==> config.mk <==
export PLATFORM = sky130hd
export DESIGN_NAME = sccb_config_seq
export DESIGN_NICKNAME = d
export VERILOG_FILES = /design/src/rtl/sccb_config_seq.sv
export SDC_FILE = /design/constraint.sdc
export NUM_CORES = 1
export LEC_CHECK = 0
export ABC_AREA = 0
export BUFFER_PORTS_ARGS = -buffer_cell sky130_fd_sc_hd__buf_4
export CAP_MARGIN = 20
export CORE_ASPECT_RATIO = 0.5
export CORE_MARGIN = 2
export CORE_UTILIZATION = 65
export DETAILED_ROUTE_END_ITERATION = 8
export PLACE_DENSITY = 0.86
export SLEW_MARGIN = 10
export SYNTH_ARGS = -nofsm -noshare
export SYNTH_HDL_FRONTEND = slang
export SYNTH_SLANG_ARGS = --single-unit
==> constraint.sdc <==
create_clock -name clk -period 10.2 [get_ports clk]
set_input_delay 0.51 -clock clk [delete_from_list [all_inputs] [get_ports clk]]
set_output_delay 0.51 -clock clk [all_outputs]
set_load 0.005 [all_outputs]
==> src/rtl/sccb_config_seq.sv <==
// Walks the camera register-init ROM and turns each entry into a
// 4-byte SCCB write. Handles delay entries, the end marker and NACK retry.
module sccb_config_seq #(
  parameter int         MAIN_CLOCK = 25_000_000,
  parameter logic [7:0] DEV_ADDR   = 8'h78,
  parameter int         ROM_AW     = 8,
  parameter int         POWERUP_MS = 20,
  parameter int         GAP_CYCLES = 64,
  parameter int         RETRY_MAX  = 3
) (
  input  logic              clk,
  input  logic              rst,
  input  logic              go,
  output logic [ROM_AW-1:0] rom_addr,
  input  logic [23:0]       rom_data,
  output logic              i2c_start,
  output logic              i2c_stop,
  output logic [7:0]        i2c_wr_data,
  input  logic [1:0]        i2c_ack,
  input  logic [3:0]        i2c_state,
  output logic              busy,
  output logic              done,
  output logic              error,
  output logic [7:0]        nack_count
);

  localparam logic [31:0] CYC_PER_MS = 32'(MAIN_CLOCK / 1000);
  localparam logic [31:0] PWRUP_CYC =
    32'(POWERUP_MS * (MAIN_CLOCK / 1000));
  localparam logic [31:0] GAP_CYC = 32'(GAP_CYCLES);
  localparam logic [7:0]  RMAX = 8'(RETRY_MAX);

  typedef enum logic [3:0] {
    S_IDLE,
    S_PWRUP,
    S_FETCH,
    S_DECODE,
    S_DELAY,
    S_ISSUE,
    S_WAIT_ACK,
    S_DRAIN,
    S_GAP
  } state_t;

  state_t            state, state_n;
  logic [31:0]       cnt, cnt_n;
  logic [23:0]       entry, entry_n;
  logic [1:0]        byte_cnt, byte_cnt_n;
  logic              nack_flag, nack_flag_n;
  logic [7:0]        retry, retry_n;
  logic [ROM_AW-1:0] rom_addr_n;
  logic              stop_n;
  logic              busy_n, done_n, error_n;
  logic [7:0]        nack_count_n;
  logic              adv;
  logic              is_end, is_delay, bus_idle, last_addr;

  assign is_end    = (rom_data == 24'hFFFFFF);
  assign is_delay  = (rom_data[23:8] == 16'hFFFF) && !is_end;
  assign bus_idle  = (i2c_state == 4'd0);
  assign last_addr = &rom_addr;

  // start is only ever raised combinationally against an idle master
  assign i2c_start = (state == S_ISSUE) && bus_idle;

  always_comb begin
    i2c_wr_data = 8'h00;
    if (state == S_ISSUE) begin
      i2c_wr_data = DEV_ADDR;
    end else if (state == S_WAIT_ACK) begin
      unique case (byte_cnt)
        2'd0:    i2c_wr_data = entry[23:16];
        2'd1:    i2c_wr_data = entry[15:8];
        default: i2c_wr_data = entry[7:0];
      endcase
    end
  end

  always_comb begin
    state_n      = state;
    cnt_n        = cnt;
    entry_n      = entry;
    byte_cnt_n   = byte_cnt;
    nack_flag_n  = nack_flag;
    retry_n      = retry;
    rom_addr_n   = rom_addr;
    busy_n       = busy;
    done_n       = 1'b0;
    error_n      = error;
    nack_count_n = nack_count;
    adv          = 1'b0;

    unique case (state)
      S_IDLE: begin
        if (go) begin
          busy_n       = 1'b1;
          rom_addr_n   = '0;
          error_n      = 1'b0;
          nack_count_n = 8'h00;
          retry_n      = 8'h00;
          nack_flag_n  = 1'b0;
          cnt_n        = PWRUP_CYC;
          state_n      = S_PWRUP;
        end
      end
      S_PWRUP: begin
        if (cnt <= 32'd1) state_n = S_FETCH;
        else              cnt_n   = cnt - 32'd1;
      end
      S_FETCH: state_n = S_DECODE;
      S_DECODE: begin
        if (is_end) begin
          done_n  = 1'b1;
          busy_n  = 1'b0;
          state_n = S_IDLE;
        end else if (is_delay) begin
          cnt_n   = 32'(rom_data[7:0]) * CYC_PER_MS;
          state_n = S_DELAY;
        end else begin
          entry_n = rom_data;
          state_n = S_ISSUE;
        end
      end
      S_DELAY: begin
        if (cnt == 32'd0) adv   = 1'b1;
        else              cnt_n = cnt - 32'd1;
      end
      S_ISSUE: begin
        if (bus_idle) begin
          byte_cnt_n = 2'd0;
          state_n    = S_WAIT_ACK;
        end
      end
      S_WAIT_ACK: begin
        if (i2c_ack[1]) begin
          if (!i2c_ack[0]) nack_flag_n = 1'b1;
          if (byte_cnt == 2'd3) state_n    = S_DRAIN;
          else                  byte_cnt_n = byte_cnt + 2'd1;
        end
      end
      S_DRAIN: begin
        if (bus_idle) begin
          nack_flag_n = 1'b0;
          if (nack_flag && nack_count != 8'hFF)
            nack_count_n = nack_count + 8'd1;
          if (!nack_flag) begin
            retry_n = 8'h00;
            adv     = 1'b1;
          end else if (retry < RMAX) begin
            retry_n = retry + 8'd1;
            cnt_n   = GAP_CYC;
            state_n = S_GAP;
          end else begin
            error_n = 1'b1;
            retry_n = 8'h00;
            adv     = 1'b1;
          end
        end
      end
      S_GAP: begin
        if (cnt <= 32'd1) state_n = S_FETCH;
        else              cnt_n   = cnt - 32'd1;
      end
      default: state_n = S_IDLE;
    endcase

    // moving past the last ROM slot without an end marker aborts the run
    if (adv) begin
      if (last_addr) begin
        error_n = 1'b1;
        done_n  = 1'b1;
        busy_n  = 1'b0;
        state_n = S_IDLE;
      end else begin
        rom_addr_n = rom_addr + 1'b1;
        if (state == S_DRAIN) begin
          cnt_n   = GAP_CYC;
          state_n = S_GAP;
        end else begin
          state_n = S_FETCH;
        end
      end
    end

    stop_n = (state_n == S_WAIT_ACK) && (byte_cnt_n == 2'd3);
  end

  always_ff @(posedge clk) begin
    if (rst) begin
      state      <= S_IDLE;
      cnt        <= 32'd0;
      entry      <= 24'h0;
      byte_cnt   <= 2'd0;
      nack_flag  <= 1'b0;
      retry      <= 8'h00;
      rom_addr   <= '0;
      i2c_stop   <= 1'b0;
      busy       <= 1'b0;
      done       <= 1'b0;
      error      <= 1'b0;
      nack_count <= 8'h00;
    end else begin
      state      <= state_n;
      cnt        <= cnt_n;
      entry      <= entry_n;
      byte_cnt   <= byte_cnt_n;
      nack_flag  <= nack_flag_n;
      retry      <= retry_n;
      rom_addr   <= rom_addr_n;
      i2c_stop   <= stop_n;
      busy       <= busy_n;
      done       <= done_n;
      error      <= error_n;
      nack_count <= nack_count_n;
    end
  end

endmodule

==> reports/summary.txt, run 1 <==
Status: complete, no violations
Final hold viol count: 0
Slew margin rel.: 44.6%
Highest Signal Layer: met4
Mapped Nets: 914
CP Data Required Time: 10.43 ns
CTS root buffer: clkbuf_16
WL final: 17500 microns
Core ar.: 9570 sq um
Die H: 74.7 microns
Slowest stage delay, CP: 0.55 ns
Most used cell, CP: ha_1
Vias: 6436
Pleak: 2.94 nW
GPL Wtd Cong: 0.948
Pin count of the biggest net entering global routing: 49
DRT met1 WL: 7990 microns
Worst Setup SP: rom_data[3]
Met3 WL: 1440 microns
Critical path depth: 13
DR pass1 iterations: 5
Comb power frac: 42.1%
FF-to-FF End: cnt[15]$_SDFF_PP0_
Yosys cell types: 76
Inserted Clock Buffers: 9
Clock tree buffer depth: 2
Max Cap Viol: 0
Critical path capture point type: register
TritonCTS clock tree: done
PD cells: 179 nW/um^2
Drt initial violations: 713
Share of cells above drive strength 1: 12.7%
F_max: 237 MHz
Register bit total from synthesis: 91
CP Cell Sequence: buf_4, ha_1, fa_1, fa_1, ha_1, ha_1, a2111oi_0, o21ai_0, a31oi_1, o21ai_0, o41ai_1, mux2i_1, o31ai_1
Psw: 0.000520 W
Post-place setup slack: 5.78 ns
Post-CTS Repair Setup Buffers: 0
ANT nets after route: 0
Fin nets: 955
HPWL after DPL: 12900 microns
Hold slack: 0.411 ns
ANT cells: 0
FF-to-FF setup slack: 7.28 ns
Routed len/inst: 17.6 microns
Cell Rows: 25
FFs w/ async S/R, synth: 0%
Synth warn: 0
CTS clk-pin slew, worst paths: 0.07 ns
Vias in the first global route: 5762
Fin cells: 991
HP Class: primary input to register
Critical-path top delay cell: fa_1
Startpoint Class: primary input
Clock period minus worst slack: 4.21 ns
Htree depth: 3
Mapped cell area: 6500 sq um
Most used DFF post-synth: dfxtp_1
Worst r2r path cells: 7
Area grow syn2layout: 12.1%
Synth Instances: 811
All-layer global routing usage: 32.4%
Mapped Avg Cell Area: 8.02 sq um
Clock Latency Late Sink: 0.35 ns
Max rail drop VDD: 0.118 mV
Buf+Inv Stages, Crit Path: 1
Register area share after synthesis: 28.0%
Post-CTS resize count: 0
Cell family with most CP delay: adder cells
Max-slew violation count: 0
CTS Hold Buffers Added: 0
RSZ-0062 raised after global routing: no
Drc violations: 0
Switching share of total power: 39.8%
Tcrit/Tclk final: 41.3%
Vias per inst: 6.49
Critical path type: primary input to register
Met2 wire len: 7910 microns
Setup ws final: 5.99 ns
Setup violations, final: 0
Seq pwr share: 31.8%
R2R Path Start: state[3]$_SDFF_PP0_
Final Util: 76.2%
Worst-path maximum fanout: 5
Worst Skew: 0.00676 ns
Setup TNS Final: 0 ns
First-pass GRT wire length: 28400 microns
Ports: 62
Initial antenna violation count: 0
Cell Int Power: 0.000785 W
Clock Sinks: 91
Crit path to: cnt[22]$_SDFF_PP0_
Placed instance count: 975
Port Buffers: 61
Grt ovf: 0
Clk pwr share: 26.1%
Slew @ Worst Pin: 0.831 ns
DIE AREA: 10900 sq um
CP arrival: 4.44 ns
Starting Density: 67.9%
Post-synth EDFFs: 0
Die Span X: 145 microns
registers in the layout, summed over array words and instances (netlist names), 2 cells and up:
signal,flops
entry,24
rom_addr,8
cnt,32
state,4
byte_cnt,2
retry,8
nack_count,8
worst reg2reg max path, delay by kind of cell (launching register included):
| family | cells | cell delay [ns] |
|---|---|---|
| AND/OR/NAND/NOR | 4 | 1.41 |
| flip-flops | 1 | 0.73 |
| AO/OA/AOI/OAI | 2 | 0.46 |
| XOR/XNOR | 1 | 0.21 |
cells by family after synthesis:
logic type	share of synthesized area, %
simple gates	25.9
compound gates	22.2
flops	28.0
mux	2.00
fa+ha+maj	14.9
xor+xnor	3.37
buf+inv	3.60
power by group through the flow:
stage                     Combinational (W)  Clock (W)  Sequential [W]
after CTS                          0.000537   0.000339        0.000413
final                              0.000549   0.000341        0.000414
after global routing               0.000606   0.000355        0.000418
after detailed placement           0.000528          0        0.000420
after global placement             0.000513          0        0.000419
after floorplan                    0.000419          0        0.000410
worst min path at each step:
stage                                 startpoint                     end  depth (start not counted)
after global placement    entry[20]$_SDFFE_PP0P_  entry[20]$_SDFFE_PP0P_                          2
after floorplan           entry[16]$_SDFFE_PP0P_  entry[16]$_SDFFE_PP0P_                          2
after global routing                 rom_data[8]   entry[8]$_SDFFE_PP0P_                          3
after detailed placement   entry[9]$_SDFFE_PP0P_   entry[9]$_SDFFE_PP0P_                          2
final                               rom_data[10]  entry[10]$_SDFFE_PP0P_                          3
after CTS                           rom_data[10]  entry[10]$_SDFFE_PP0P_                          3
synth_stat cells, types with 4 or more instances:
| master | number | area share (%) |
|---|---|---|
| a21oi_1 | 101 | 7.8 |
| dfxtp_1 | 91 | 28 |
| and3_1 | 13 | 1.3 |
| ha_1 | 58 | 11 |
| nand3b_1 | 6 | 0.69 |
| o21ai_0 | 37 | 2.8 |
| nand4_1 | 14 | 1.3 |
| nor2b_1 | 8 | 0.77 |
| and2_1 | 5 | 0.48 |
| inv_1 | 18 | 1.0 |
| mux2i_1 | 13 | 2.0 |
| buf_2 | 7 | 0.54 |
| nand3_1 | 15 | 1.2 |
| clkbuf_1 | 20 | 1.2 |
| nor4_1 | 7 | 0.67 |
| nor3_1 | 31 | 2.4 |
| and4_1 | 5 | 0.67 |
| fa_1 | 12 | 3.7 |
| a211o_1 | 4 | 0.54 |
| a21o_1 | 9 | 1.0 |
| a211oi_1 | 10 | 1.2 |
| or4_1 | 4 | 0.46 |
| o31ai_1 | 4 | 0.46 |
| xor2_1 | 11 | 1.5 |
| nor2_1 | 95 | 5.5 |
| nand2_1 | 93 | 5.4 |
| a31oi_1 | 18 | 1.7 |
| xnor2_1 | 14 | 1.9 |
| a221oi_1 | 5 | 0.67 |
layer usage:
layer  vias up  GRT usage [%]
met1      3067           45.1
met3        17           6.00
met5         -              0
met4         0           6.75
li1       3061              -
met2       291           54.0
layout make-up:
type | instances | area [sq um]
sequential | 91 | 1820
timing repair buffer | 65 | 488
clock buffer | 9 | 225
clock inverter | 6 | 73.8
fill | 746 | 2280
multi-input combinational | 667 | 4450
inverter | 18 | 67.6
tap | 135 | 169
placed cells by master, fill, tap and decap left out, types with 12 or more instances in the layout:
master / synthesis / layout
nand4_1: 14 / 14
nor2_1: 95 / 95
nor3_1: 31 / 31
mux2i_1: 13 / 13
fa_1: 12 / 12
ha_1: 58 / 58
dfxtp_1: 91 / 91
nand3_1: 15 / 15
xnor2_1: 14 / 14
o21ai_0: 37 / 37
inv_1: 18 / 18
buf_4: 3 / 65
nand2_1: 93 / 93
a31oi_1: 18 / 18
a21oi_1: 101 / 101
and3_1: 13 / 13
through the flow:
step                area [sq um]  total power (W)
floorplan                   6500         0.000830
global placement            6990         0.000932
detailed placement          6990         0.000948
CTS                         7280          0.00129
global route                7290          0.00138
finish                      7290          0.00130
Note: power is estimated with default switching activity, not from simulation.
==> run 2: changes to the inputs <==
CORE_UTILIZATION = 61   (was 65)
PLACE_DENSITY = 0.82   (was 0.86)
clock period = 4.4 ns   (was 10.2 ns; I/O delays follow)
==> reports/summary.txt, run 2 (synthesis gave the netlist of run 1 again) <==
Status: complete, no violations
Grt ovf: 0 (unchanged)
TritonCTS clock tree: done
Worst r2r path cells: 6 (-1)
Final Util: 71.2% (-5.0 points)
RSZ-0062 raised after global routing: no
Cell Rows: 26 (+4.0%)
Worst Skew: 0.0102 ns (+0.00343 ns)
All-layer global routing usage: 31.5% (-0.87 points)
Max-slew violation count: 0 (unchanged)
Clock Sinks: 91 (unchanged)
Die H: 77.0 microns (+3.1%)
CTS Hold Buffers Added: 0 (unchanged)
Clock Latency Late Sink: 0.35 ns (about the same)
Comb power frac: 41.8% (-0.3 points)
Fin nets: 955 (unchanged)
Switching share of total power: 40.4% (+0.55 points)
Critical path type: primary input to register
Area grow syn2layout: 12.5%
Max reg flops: 32 (unchanged)
Startpoint Class: primary input
DR pass1 iterations: 5 (unchanged)
Fill count: 869 (+16%)
GPL Wtd Cong: 0.902 (-4.9%)
Starting Density: 63.3% (-4.7 points)
Setup TNS Final: 0 ns (unchanged)
Largest registers: cnt (32), entry (24)
ANT nets after route: 0 (unchanged)
Tot Pwr: 0.00308 W (+140%)
Drc violations: 0 (unchanged)
Inserted Clock Buffers: 9 (unchanged)
Ports: 62 (unchanged)
Hold path depth: 3 (unchanged)
Critical path capture point type: register
Slew margin rel.: 44.5% (-0.13 points)
Core ar.: 10300 sq um (+7.4%)
Pin count of the biggest net entering global routing: 49 (unchanged)
Max Cap Viol: 0 (unchanged)
Die Span X: 150 microns (+3.1%)
F_max: 254 MHz
Drt initial violations: 678 (-4.9%)
Tcrit/Tclk final: 89.7%
Clock tree buffer depth: 2 (unchanged)
Max rail drop VDD: 0.237 mV (+100%)
Vias in the first global route: 5996 (+4.1%)
Routed len/inst: 17.8 microns (+1.1%)
Cell Int Power: 0.00184 W (+130%)
Clk pwr share: 27.0% (+0.9 points)
Share of cells above drive strength 1: 12.8% (+0.10 points)
Pleak: 2.96 nW (+0.43%)
CP Data Required Time: 4.62 ns (-5.81 ns)
Vias per inst: 6.47 (-0.40%)
CP arrival: 4.16 ns (-0.28 ns)
Port Buffers: 61 (unchanged)
DIE AREA: 11600 sq um (+6.3%)
Psw: 0.00124 W (+140%)
Slew @ Worst Pin: 0.833 ns (+0.00199 ns)
HP Class: primary input to register
Worst-path maximum fanout: 5 (unchanged)
CTS clk-pin slew, worst paths: 0.08 ns (about the same)
Post-CTS resize count: 0 (unchanged)
Seq pwr share: 31.2% (-0.6 points)
Most flops, register: cnt
Clock period minus worst slack: 3.94 ns
PD cells: 421 nW/um^2 (+140%)
Commonest non-fill, non-tap cell in the layout: a21oi_1
CTS root buffer: clkbuf_16
Htree depth: 3 (unchanged)
ANT cells: 0 (unchanged)
Vias: 6449 (+0.20%)
HPWL after DPL: 13100 microns (+1.5%)
Final hold viol count: 0 (unchanged)
Initial antenna violation count: 0 (unchanged)
WL final: 17800 microns (+1.7%)
Most frequent cells in the layout: 101 x a21oi_1, 95 x nor2_1, 93 x nand2_1, 91 x dfxtp_1, 65 x buf_4
Post-CTS Repair Setup Buffers: 0 (unchanged)
Setup violations, final: 0 (unchanged)
First-pass GRT wire length: 29300 microns (+2.9%)
## run 2: area by class of cell
cell class | count | area [sq um] | area share, %
timing repair buffer | 65 | 488 | 6.67
inverter | 18 | 67.6 | 0.923
clock inverter | 7 | 93.8 | 1.28
clock buffer | 9 | 225 | 3.08
sequential | 91 | 1820 | 24.9
tap | 140 | 175 | 2.39
multi-input combinational | 667 | 4450 | 60.8
## run 2: path summary, 6_finish.rpt
kind	start	to	slack, ns
hold reg to reg	entry[1]$_SDFFE_PP0P_	entry[1]$_SDFFE_PP0P_	0.46
hold / removal	rom_data[17]	entry[17]$_SDFFE_PP0P_	0.12
setup reg to reg	state[2]$_SDFF_PP0_	cnt[22]$_SDFF_PP0_	1.43
setup / recovery	rom_data[2]	cnt[22]$_SDFF_PP0_	0.46
## run 2: power by group through the flow
stage / clock (W) / combinational (W) / sequential, W
after CTS: 0.000830 / 0.00125 / 0.000957
after detailed placement: 0 / 0.00124 / 0.000976
final: 0.000832 / 0.00129 / 0.000960
after floorplan: 0 / 0.000972 / 0.000951
after global placement: 0 / 0.00120 / 0.000972
after global routing: 0.000867 / 0.00142 / 0.000969
## run 2: stage by stage
step	cells	hold slack (ns)	setup WS, ns	instance area, sq um
after floorplan	811	0.356	0.809	6500
after global placement	980	0.441	0.371	6990
after detailed placement	980	0.448	0.221	6990
after CTS	996	0.115	0.546	7310
after global routing	997	0.115	0.298	7320
final	997	0.118	0.455	7320
## run 2: critical path, stage by stage
cell and delay (ns):
buf_4 0.14, ha_1 0.32, ha_1 0.28, inv_1 0.05, fa_1 0.50, inv_1 0.06, fa_1 0.47, ha_1 0.28
a211oi_1 0.37, o21ai_0 0.26, a31oi_1 0.39, o21ai_0 0.15, o41ai_1 0.34, mux2i_1 0.25, o31ai_1 0.09
## run 2: routing by layer
layer | part of all wire [%] | global-route usage (%) | wire [microns]
met4 | 2.1 | 9.06 | 381
met2 | 44 | 50.0 | 7860
met5 | 0 | 0 | 0
met3 | 7.4 | 5.36 | 1310
met1 | 46 | 44.2 | 8200
==> run 3: changes to the inputs <==
RECOVER_POWER = 100   (was not set)
==> reports/summary.txt, run 3 (synthesis gave the netlist of run 1 again) <==
ANT nets after route: 0 (unchanged)
Post-place setup slack: 0.221 ns (unchanged)
Final hold viol count: 0 (unchanged)
Placed cell area: 6990 sq um (unchanged)
CP Cell Sequence: clkbuf_1, ha_1, ha_1, inv_1, fa_1, inv_1, fa_1, ha_1, o21ai_0, o21ai_0, a31oi_1, o21ai_0, o41ai_1, mux2i_1, o31ai_1
Seq pwr share: 31.2% (about the same)
RSZ-0062 raised after global routing: no
Status: complete, no violations
Worst-path maximum fanout: 5 (unchanged)
Die H: 77.0 microns (unchanged)
CTS Hold Buffers Added: 0 (unchanged)
Clock period minus worst slack: 4.04 ns (+0.0917 ns)
Vias per inst: 6.45 (-0.33%)
Max-slew violation count: 0 (unchanged)
CP Data Required Time: 4.61 ns (about the same)
DR pass1 iterations: 5 (unchanged)
All-layer global routing usage: 31.5% (unchanged)
Commonest non-fill, non-tap cell in the layout: a21oi_1
Clock tree buffer depth: 2 (unchanged)
F_max: 248 MHz (-2.3%)
Drt initial violations: 698 (+2.9%)
Setup violations, final: 0 (unchanged)
Port Buffers: 61 (unchanged)
Cell family with most CP delay: adder cells
Clock Latency Late Sink: 0.35 ns (about the same)
Fin nets: 955 (unchanged)
Cell Rows: 26 (unchanged)
Slew @ Worst Pin: 1.35 ns (+0.520 ns)
Most flops, register: cnt
Vias in the first global route: 5996 (unchanged)
PD cells: 423 nW/um^2 (+0.50%)
Fill count: 882 (+1.5%)
ANT cells: 0 (unchanged)
Slowest stage delay, CP: 0.50 ns (about the same)
Largest registers: cnt (32), entry (24)
Final design area excluding fillers: 7270 sq um (-0.72%)
Routed len/inst: 17.9 microns (+0.41%)
Most frequent cells in the layout: 102 x a21oi_1, 97 x nor2_1, 93 x nand2_1, 91 x dfxtp_1, 58 x ha_1
Starting Density: 63.3% (unchanged)
Clock Sinks: 91 (unchanged)
Critical path type: primary input to register
Core ar.: 10300 sq um (unchanged)
HP Class: primary input to register
Tot Pwr: 0.00307 W (-0.22%)
Share of cells above drive strength 1: 11.4% (-1.4 points)
GPL Wtd Cong: 0.902 (unchanged)
Drc violations: 0 (unchanged)
Max rail drop VDD: 0.236 mV (-0.42%)
Hold slack: 0.119 ns (+0.000606 ns)
DIE AREA: 11600 sq um (unchanged)
WL final: 17800 microns (+0.41%)
HPWL after DPL: 13100 microns (unchanged)
Setup TNS Final: 0 ns (unchanged)
Cell Int Power: 0.00183 W (-0.23%)
Ports: 62 (unchanged)
Switching share of total power: 40.4% (about the same)
Worst Skew: 0.0129 ns (+0.00273 ns)
Grt ovf: 0 (unchanged)
Max reg flops: 32 (unchanged)
Die Span X: 150 microns (unchanged)
Critical-path top delay cell: fa_1
Pleak: 2.90 nW (-1.8%)
Post-CTS Repair Setup Buffers: 0 (unchanged)
Post-CTS resize count: 0 (unchanged)
Initial antenna violation count: 0 (unchanged)
Buf+Inv Stages, Crit Path: 3 (unchanged)
TritonCTS clock tree: done
Startpoint Class: primary input
CTS root buffer: clkbuf_16
CP arrival: 4.25 ns (+0.09 ns)
Critical path capture point type: register
Inserted Clock Buffers: 9 (unchanged)
Comb power frac: 41.7% (about the same)
CTS clk-pin slew, worst paths: 0.08 ns (about the same)
Pin count of the biggest net entering global routing: 49 (unchanged)
Htree depth: 3 (unchanged)
First-pass GRT wire length: 29300 microns (unchanged)
Psw: 0.00124 W (-0.20%)
Setup ws final: 0.364 ns (-0.0917 ns)
Max Cap Viol: 0 (unchanged)
Slew margin rel.: 9.83% (-35 points)
Tcrit/Tclk final: 91.7% (+2.1 points)
Vias: 6428 (-0.33%)
Area grow syn2layout: 11.7%
Clk pwr share: 27.1% (about the same)
[run 3: cell types whose count changed in the layout (fill, tap and decap cells not counted), moves of 2 or more]
cell	before	now
nor2_1	95	97
buf_4	65	33
clkbuf_1	0	4
nor2_2	3	1
clkbuf_4	0	28
[run 3: path summary, 6_finish.rpt]
| path | start | endpoint | slack, ns | cells after the start |
|---|---|---|---|---|
| max | rom_data[2] | cnt[22]$_SDFF_PP0_ | 0.36 | 15 |
| min reg2reg | entry[10]$_SDFFE_PP0P_ | entry[10]$_SDFFE_PP0P_ | 0.46 | 2 |
| max reg2reg | state[3]$_SDFF_PP0_ | cnt[27]$_SDFF_PP0_ | 0.65 | 7 |
| min | rom_data[23] | entry[23]$_SDFFE_PP0P_ | 0.12 | 3 |
[run 3: routing by layer]
layer	vias to the layer above	track usage, %	routed length, microns
met5	-	0	0
met4	0	9.06	359
met3	48	5.36	1460
met2	299	50.0	7860
met1	3015	44.2	8150
li1	3066	-	-
[run 3: per-stage QoR]
step                      utilization (%)  cells
after floorplan                         -    811
after global placement               68.0    980
after detailed placement             68.0    980
after CTS                            71.1    996
after global routing                 70.7    997
final                                70.7    997
[run 3: cell type report]
class	instances	area (sq um)	share of cell area (%)
flip-flops and latches	91	1820	25.1
clock inverters	7	93.8	1.29
repair buffers	65	473	6.51
well taps	140	175	2.41
multi-input cells	667	4410	60.7
clock buffers	9	225	3.10
inverters	18	67.6	0.930
[run 3: power by group through the flow]
stage	sequential [W]	combinational, W	clock [W]
after CTS	0.000957	0.00125	0.000830
after global placement	0.000972	0.00120	0
after detailed placement	0.000976	0.00124	0
after global routing	0.000968	0.00141	0.000867
after floorplan	0.000951	0.000972	0
final	0.000960	0.00128	0.000832
[run 3: worst min-delay path, cell delays in order]
cell and delay (ns):
buf_4 0.11, nand2_1 0.05, a21oi_1 0.05
